<file path="src/rtl/nibble_frame_packer.sv">
// -----------------------------------------------------------------------------
// nibble_frame_packer
//
// Collects a stream of NIB_W-bit nibbles, most significant first, into frames
// of four. Each completed frame is presented as the operands a..d with its
// mod-3 residue, and is held until the consumer takes it. The next frame keeps
// collecting while one is held. Input stalls only when a fourth nibble arrives
// and the held frame has not been released.
//
// Ports
//   clk        single clock, rising edge
//   rst        synchronous, active-high reset
//   in_nib     incoming nibble, most significant nibble of a frame first
//   in_valid   in_nib is valid
//   in_ready   a nibble can be taken this cycle (combinational)
//   flush      synchronous drop of the partial frame and the held frame
//   a,b,c,d    held frame, registered; {a,b,c,d} is the word, a is the MSN
//   out_valid  a..d and rem3 hold a complete frame
//   out_ready  consumer takes the held frame this cycle
//   rem3       {a,b,c,d} mod 3, registered
//   fill       nibbles collected in the partial frame, 0..3
// -----------------------------------------------------------------------------
module nibble_frame_packer #(
    // Must be even: the running residue relies on 2^NIB_W mod 3 == 1.
    parameter int NIB_W = 4
) (
    input  logic             clk,
    input  logic             rst,
    input  logic [NIB_W-1:0] in_nib,
    input  logic             in_valid,
    output logic             in_ready,
    input  logic             flush,
    output logic [NIB_W-1:0] a,
    output logic [NIB_W-1:0] b,
    output logic [NIB_W-1:0] c,
    output logic [NIB_W-1:0] d,
    output logic             out_valid,
    input  logic             out_ready,
    output logic [1:0]       rem3,
    output logic [1:0]       fill
);

    localparam int SUM_W = NIB_W + 2;

    typedef enum logic {
        EMPTY = 1'b0,
        HELD  = 1'b1
    } out_state_t;

    out_state_t           state;
    logic [3*NIB_W-1:0]   shreg;     // first three nibbles of the partial frame
    logic [1:0]           prem;      // residue of the nibbles collected so far
    logic                 accept;
    logic                 complete;
    logic [SUM_W-1:0]     sum;
    logic [SUM_W-1:0]     sum_mod;
    logic [1:0]           prem_next;

    // Because 2^NIB_W == 1 (mod 3), shifting a nibble in does not change the
    // residue of the bits already collected, so the residue of the word is
    // simply the residue of the sum of its nibbles.
    assign sum       = {2'b00, in_nib} + SUM_W'(prem);
    assign sum_mod   = sum % SUM_W'(3);
    assign prem_next = sum_mod[1:0];

    assign out_valid = (state == HELD);

    // Only the fourth nibble needs a free output register; the first three
    // always have room in the shift register.
    assign in_ready  = !(out_valid && !out_ready && (fill == 2'd3));
    assign accept    = in_valid && in_ready;
    assign complete  = accept && (fill == 2'd3);

    // NOTE: every state element here is assigned with <= so all registers
    // update together from the values sampled at the same edge; a blocking
    // assignment would let later statements see half-updated state.
    always_ff @(posedge clk) begin
        if (rst) begin
            state <= EMPTY;
            shreg <= '0;
            prem  <= '0;
            fill  <= '0;
            a     <= '0;
            b     <= '0;
            c     <= '0;
            d     <= '0;
            rem3  <= '0;
        end else if (flush) begin
            // The nibble offered this cycle is dropped along with everything
            // else; a..d and rem3 keep their stale values.
            state <= EMPTY;
            prem  <= '0;
            fill  <= '0;
        end else begin
            // Handoff first; a completion in the same cycle overrides it and
            // keeps the output HELD with the new frame.
            if (state == HELD && out_ready) begin
                state <= EMPTY;
            end
            if (accept) begin
                if (complete) begin
                    {a, b, c, d} <= {shreg, in_nib};
                    rem3         <= prem_next;
                    fill         <= '0;
                    prem         <= '0;
                    state        <= HELD;
                end else begin
                    shreg <= {shreg[2*NIB_W-1:0], in_nib};
                    fill  <= fill + 2'd1;
                    prem  <= prem_next;
                end
            end
        end
    end

endmodule

</file>
<file path="config.mk">
export PLATFORM = sky130hd
export DESIGN_NAME = nibble_frame_packer
export DESIGN_NICKNAME = d
export VERILOG_FILES = /design/src/rtl/nibble_frame_packer.sv
export SDC_FILE = /design/constraint.sdc
export NUM_CORES = 1
export LEC_CHECK = 0
export CAP_MARGIN = 0
export CORE_MARGIN = 1
export CORE_UTILIZATION = 45
export CTS_CLUSTER_DIAMETER = 80
export DETAILED_ROUTE_END_ITERATION = 10
export GPL_ROUTABILITY_DRIVEN = 0
export PLACE_DENSITY = 0.69
export SKIP_CTS_REPAIR_TIMING = 1
export SYNTH_ARGS = -nofsm -noshare
export SYNTH_HDL_FRONTEND = slang
export SYNTH_SLANG_ARGS = --single-unit
</file>
<file path="constraint.sdc">
create_clock -name clk -period 8.9 [get_ports clk]
set_input_delay 0.89 -clock clk [delete_from_list [all_inputs] [get_ports clk]]
set_output_delay 0.89 -clock clk [all_outputs]
set_load 0.01 [all_outputs]
</file>
=== Word level (Yosys, flattened, before mapping) ===
Index checks and enable logic that the tools add are counted.

* Output and inout bits: 22
* Bits of input ports: 9
* Logic and storage cells: 30
* Register bits: 35

* Div/mod/pow operators: 1
* Reductions and logical operators: 10
* Muxes and demuxes: 5
* Equality and inequality tests: 1
* Bitwise operators: 2
* Add/subtract/negate cells: 2

{| class="wikitable"
|+ Operators by type and width
! cell !! count
|-
| $mod A6 B2 Y6 const B || 1
|-
| $reduce_and A3 Y1 || 2
|-
| $add A4 B2 Y5 || 1
|-
| $logic_and A1 B1 Y1 || 5
|-
| $mux W2 || 2
|-
| $mux W1 || 3
|-
| $add A2 B1 Y2 const B || 1
|-
| $eq A2 B2 Y1 const B || 1
|-
| $logic_not A1 Y1 || 2
|-
| $not A1 Y1 || 2
|-
| $reduce_or A2 Y1 || 1
|}

=== Longest topological paths before layout ===
Gate-level depths: netlist (run 1).

* Depth after elaboration: 8
* Depth in mapped cells: 21

=== Least setup slack after synthesis (run 1) ===
Ideal clock, no wire load.

* Kind: in2reg
* From: input port in_nib[0]
* To: register rem3[1]
* Path buffers: 1
* Arrival: 4,309 ps
* Data required time: 8,799 ps
* Stages on the path: 19
* Path slack: 4,490 ps
* Cells stage by stage: ha_1 -> fa_1 -> nor2b_1 -> a21o_1 -> nand2_1 -> o31ai_1 -> ha_1 -> buf_2 -> or4_1 -> nand4_1 -> a21oi_1 -> o2111a_1 -> or2_1 -> ha_1 -> a31oi_1 -> o311ai_1 -> inv_1 -> o22ai_1 -> o41ai_1

* Word-level cells in the longest chain between the ends: 2

{| class="wikitable"
|+ RTL lines
! element !! line !! text
|-
| start, declared || 29 || <nowiki>input logic [NIB_W-1:0] in_nib,</nowiki>
|-
| $add A4 B2 Y5 || 62 || <nowiki>assign sum = {2'b00, in_nib} + SUM_W'(prem);</nowiki>
|-
| $mod A6 B2 Y6 || 63 || <nowiki>assign sum_mod = sum % SUM_W'(3);</nowiki>
|-
| end signal, assigned || 103 || <nowiki>rem3 <= prem_next;</nowiki>
|-
| end, declared || 39 || <nowiki>output logic [1:0] rem3,</nowiki>
|}

Every way passes these cells.
A chain may end at the register's enable or synchronous reset.

=== Worst setup path in the final report (run 1) ===
Ends and elaborated chain as after synthesis.

==> results.yml, run 1 <==
run_status:
  status: "completed"
timing:
  fin_crit_ns: 5.401
  setup_viol: 0
  max_freq_mhz: 185.2
  setup_slack_ns: 3.499
  post-route-period-util_pct: 60.68
  timing.final.hold_violations: 0
  max_slew_margin_pct: 35.81
  setup_tns_ns: 0
  skew_ns: 0.005305
  tightest_slew_ns: 0.9608
  finalMaxSlewViolations: 0
  rsz0062_at_grt: "no"
logic_synthesis:
  syn_nets: 271
  ys_ff_latch: 35
  avgSynthCellArea_um2: 7.664
  yosysUniqueCellTypes: 57
  synthCells: 255
  yosysSeqAreaShare_pct: 35.85
  synth_fa_ha_area_share_pct: 4.866
  synth-edff-count: 0
  yosysTopAreaCell: "dfxtp_1"
  synthTopCellsByCount: "nand2_1, a21oi_1, dfxtp_1"
  synth_top_family_by_area: "simple AND/OR/NAND/NOR gates"
  muxShareOfSynthArea_pct: 1.536
  synthSimpleGateAreaFrac_pct: 26.44
  synth-compound-area-share_pct: 25.42
  synth_ff_type: "dfxtp_1"
  async_reset_ff_share_pct: 0
  synth_most_common_cell: "nand2_1"
  synth_top_area_share_pct: 35.85
  synth_area_um2: 1954
  ys_top_cells_by_area: "dfxtp_1, nand2_1, a21oi_1"
  synthXorXnorAreaFrac_pct: 0.4481
  yosysWarnings: 0
layout:
  syn_to_final_growth_pct: 20.10
  num-fill-cells: 377
  final_area_um2: 2347
  final_util_pct: 57.44
  post_route_cells_drive_above_1_share_pct: 6.475
  finalNetCount: 294
  n_antenna_cell: 0
power:
  power.leakage_nw: 0.8402
  p_per_area_nw_per_um2: 159.5
  p_int_w: 0.0002600
  clkPwrFrac_pct: 30.2
  seq_power_share_pct: 43.1
  irDropWorstVdd_v: 0.00008283
  combPwrFrac_pct: 26.7
  p_sw_w: 0.0001143
  p_total_w: 0.0003743
  p_sw_share_pct: 30.54
global_routing:
  grt_pass1_vias: 1713
  overflow: 0
  grt_pass1_wl_mm: 7.521
  antenna_found_initial: 0
  grtUsageTotal_pct: 21.22
  grt_max_degree: 36
cts:
  cts_buffer_depth: 2
  cts.htree.levels: 2
  cts-root-buf: "clkbuf_8"
  clkTransAtPathRegs_ns: 0.07
  cts_tree: "done"
  numCtsBuffers: 5
  numClockSinks: 35
  worstSkewPairLatency_ns: 0.28
worst_setup_path:
  cp_max_fo: 16
  reg2reg_from: "prem[0]"
  reg2reg_to: "rem3[1]"
  r2r_slack_ns: 4.32
  crit_top_cell: "ha_1"
  rr_worst_depth: 19
  arrival_ns: 5.57
  cp-start-kind: "primary input"
  crit_type: "primary input to flop"
  slowest_delay_ns: 0.60
  critPathRequiredTime_ns: 9.07
  endpoint_kind: "flop"
  cp_cell_sequence: "clkdlybuf4s50_1, ha_1, fa_1, a211oi_1, a21o_1, nand2_1, o31ai_1, ha_1, o21bai_1, a211oi_1, a211o_1, a21oi_1, a21oi_1, or2_1, ha_1, a31oi_1, o311ai_1, inv_1, o22ai_1, o41ai_1"
  startpoint: "in_nib[0]"
  cp_slowest_cell: "fa_1"
drt:
  wl_per_cell_um: 13.20
  drt_pass1_iterations: 4
  route.detailed.drc: 0
  dr_total_vias: 1860
  drt_iter0_markers: 82
  viasPerCell: 5.671
  drt-total-wl_mm: 4.331
  detail-route-antenna-nets: 0
worst_hold_path:
  holdPathEnd: "b[3]"
  min_path_type: "flop to flop"
  hold_depth: 2
  min_from: "b[3]"
floorplan:
  core_um2: 4086
  initial_core_util_pct: 47.83
  die_h_um: 67.90
  die_w_um: 67.90
  die_area_um2: 4610
  io_pins: 31
  rows: 23
flow_run:
  maxCapViolations: 0
place:
  pre_cts_slack_ns: 3.272
  io_buffers: 30
  dpl_cell_area_um2: 2260
  hpwl_mm: 3.051
-- per-layer routing --
| layer | routed length [µm] | global-route usage (%) |
|---|---|---|
| met5 | 0 | 0 |
| met4 | 40 | 7.552 |
| met3 | 232 | 4.167 |
| met2 | 1904 | 33.66 |
| met1 | 2154 | 28.46 |
-- power groups by stage --
stage	registers, W	clock network (W)	logic, W
after detailed placement	0.000165	0	0.0000978
after floorplan	0.000164	0	0.0000784
after global routing	0.000162	0.000124	0.000111
after CTS	0.000161	0.000116	0.0000983
after global placement	0.000165	0	0.0000977
final	0.000161	0.000113	0.0000998
-- critical path, delay by kind of cell --
family	cells	cell delay, ns
adders and majority gates	4	1.44
and+or+nand+nor	2	0.30
AOI/OAI and AO/OA	12	2.33
buffers and inverters	2	0.61
-- logic make-up (layout without fill, tap and decap cells) --
group / count (synthesis) / in the layout
simple gates: 109 / 109
compound gates: 76 / 76
flops: 35 / 35
buf+inv: 24 / 47
fa+ha+maj: 7 / 7
mux: 3 / 3
xor+xnor: 1 / 1
-- cell type report --
type	count	area (µm²)	share of cell area, %
clock buffer	6	82.58	3.518
clock inverter	1	5.005	0.2132
inverter	7	26.28	1.119
multi-input combinational	196	1147	48.88
sequential	35	700.7	29.85
tap	50	62.56	2.665
timing repair buffer	33	322.8	13.75
-- registers in the layout, indices dropped and copies added, names as in the netlist --
| name | count |
|---|---|
| out_valid | 1 |
| prem | 2 |
| d | 4 |
| shreg | 12 |
| rem3 | 2 |
| fill | 2 |
| c | 4 |
| a | 4 |
| b | 4 |
-- placed cells by master (no fill, tap or decap), types with 3 or more instances in the layout --
master	instances
nand2_1	65
a21oi_1	38
dfxtp_1	35
clkdlybuf4s50_1	30
nor2_1	10
inv_1	7
ha_1	6
clkbuf_8	6
o211ai_1	5
nor2b_1	4
o31ai_1	4
or3_1	3
a21o_1	3
o21ai_0	3
mux2i_1	3
nand3b_1	3
a31oi_1	3
buf_4	3
-- how the worst max path moves through the flow --
| stage | endpoint | slack, ns | cells past startpoint |
|---|---|---|---|
| final | rem3[1] | 3.50 | 20 |
| after global routing | rem3[1] | 3.06 | 20 |
| after CTS | rem3[1] | 3.59 | 20 |
| after detailed placement | rem3[1] | 3.27 | 20 |
| after global placement | rem3[1] | 3.48 | 20 |
| after floorplan | rem3[1] | 4.49 | 19 |
-- metrics by stage --
stage / cells / hold WS [ns]
floorplan: 255 / 0.4321
global placement: 321 / 0.4425
detailed placement: 321 / 0.4462
CTS: 328 / 0.4558
global route: 328 / 0.4724
finish: 328 / 0.4547
Note: power is estimated with default switching activity, not from simulation.
==> run 2: changes to the inputs <==
- PLACE_DENSITY: 0.69 -> 0.71
- clock period: 8.9 -> 4.4 ns (I/O delays scaled with it)
==> results.yml, run 2 (synthesized netlist as in run 1, its figures left out) <==
layout:
  layout_common_cells: "nand2_1, a21oi_1, dfxtp_1"
  largest_reg_flops: 12
  post_route_cells_drive_above_1_share_pct: 16.72
  syn_to_final_growth_pct: 33.55
  final_common_cell: "nand2_1"
  final_util_pct: 63.87
  num-fill-cells: 358
  n_antenna_cell: 0
  largest-register: "shreg"
  stdcell_count: 355
  finalNetCount: 320
drt:
  detail-route-antenna-nets: 0
  route.detailed.drc: 0
  drt_iter0_markers: 151
  dr_total_vias: 1997
  wl_per_cell_um: 13.28
  drt_pass1_iterations: 5
  drt-total-wl_mm: 4.713
  viasPerCell: 5.625
floorplan:
  rows: 23
  die_h_um: 67.90
  die_w_um: 67.90
  io_pins: 31
  initial_core_util_pct: 47.83
  die_area_um2: 4610
  core_um2: 4086
worst_setup_path:
  endpoint_kind: "flop"
  crit_type: "primary input to flop"
  arrival_ns: 4.34
  cp-start-kind: "primary input"
  cp_max_fo: 5
  critPathRequiredTime_ns: 4.58
  rr_worst_depth: 18
timing:
  skew_ns: 0.008563
  rsz0062_at_grt: "no"
  tightest_slew_ns: 0.4012
  setup_tns_ns: 0
  timing.final.hold_violations: 0
  finalMaxSlewViolations: 0
  post-route-period-util_pct: 94.46
  max_freq_mhz: 240.6
  max_slew_margin_pct: 73.25
  fin_crit_ns: 4.156
  setup_viol: 0
power:
  irDropWorstVdd_v: 0.0002005
  power.leakage_nw: 0.9850
  p_total_w: 0.0008840
  p_per_area_nw_per_um2: 338.7
global_routing:
  grt_pass1_vias: 1841
  grtUsageTotal_pct: 22.26
  grt_max_degree: 36
  grt_pass1_wl_mm: 7.928
  antenna_found_initial: 0
  overflow: 0
place:
  io_buffers: 30
  place_inst: 344
  hpwl_mm: 3.286
cts:
  cts_tree: "done"
  cts.htree.levels: 2
  cts-root-buf: "clkbuf_8"
  numCtsBuffers: 5
  numClockSinks: 35
  clkTransAtPathRegs_ns: 0.08
  cts_buffer_depth: 2
  worstSkewPairLatency_ns: 0.28
worst_hold_path:
  min_path_type: "flop to flop"
  hold_depth: 2
flow_run:
  maxCapViolations: 0
run_status:
  status: "completed"
## run 2: power by group
part | internal, W | leakage, nW | switching (W)
Sequential | 0.000322 | 0.283 | 0.00000419
Combinational | 0.000130 | 0.644 | 0.000141
Clock | 0.000169 | 0.0581 | 0.000119
## run 2: area by class of cell
class | instances | area, µm² | share of cell area [%]
repair buffers | 59 | 524.3 | 20.09
clock buffers | 5 | 68.82 | 2.637
flip-flops and latches | 35 | 700.7 | 26.85
well taps | 50 | 62.56 | 2.397
clock inverters | 3 | 43.79 | 1.678
inverters | 7 | 26.28 | 1.007
multi-input cells | 196 | 1184 | 45.35
## run 2: metal layers
metal | GRT usage, % | wire length [µm] | up-vias
met5 | 0 | 0 | -
met4 | 5.729 | 13 | 0
met3 | 4.000 | 238 | 2
met2 | 37.50 | 2284 | 57
met1 | 29.07 | 2177 | 935
li1 | - | - | 1003
## run 2: critical path: stages
cell and delay (ns):
clkdlybuf4s50_1 0.53, fa_2 0.46, nor2b_1 0.16, a21o_1 0.17, nand2_1 0.06, o31ai_1 0.07
ha_2 0.22, or4_1 0.53, nand4_1 0.16, a21oi_2 0.08, o2111a_1 0.13, or2_1 0.23
ha_1 0.19, a31oi_1 0.17, o311ai_2 0.16, inv_1 0.12, o22ai_1 0.11, o41ai_1 0.34
## run 2: final timing paths
check	from	end	slack, ns
worst max-delay path	in_nib[1]	rem3[1]	0.24
worst min-delay path	shreg[11]	a[3]	0.45
worst max register to register	prem[0]	rem3[1]	0.50
worst min register to register	shreg[11]	a[3]	0.45
## run 2: through the flow
step	hold WS (ns)	area (µm²)	worst slack, ns
after floorplan	0.4321	1954	0.4399
after global placement	0.4422	2432	0.02848
after detailed placement	0.4458	2432	-0.09945
after CTS	0.4528	2545	0.1715
after global routing	0.4671	2610	0.01581
final	0.4501	2610	0.2437
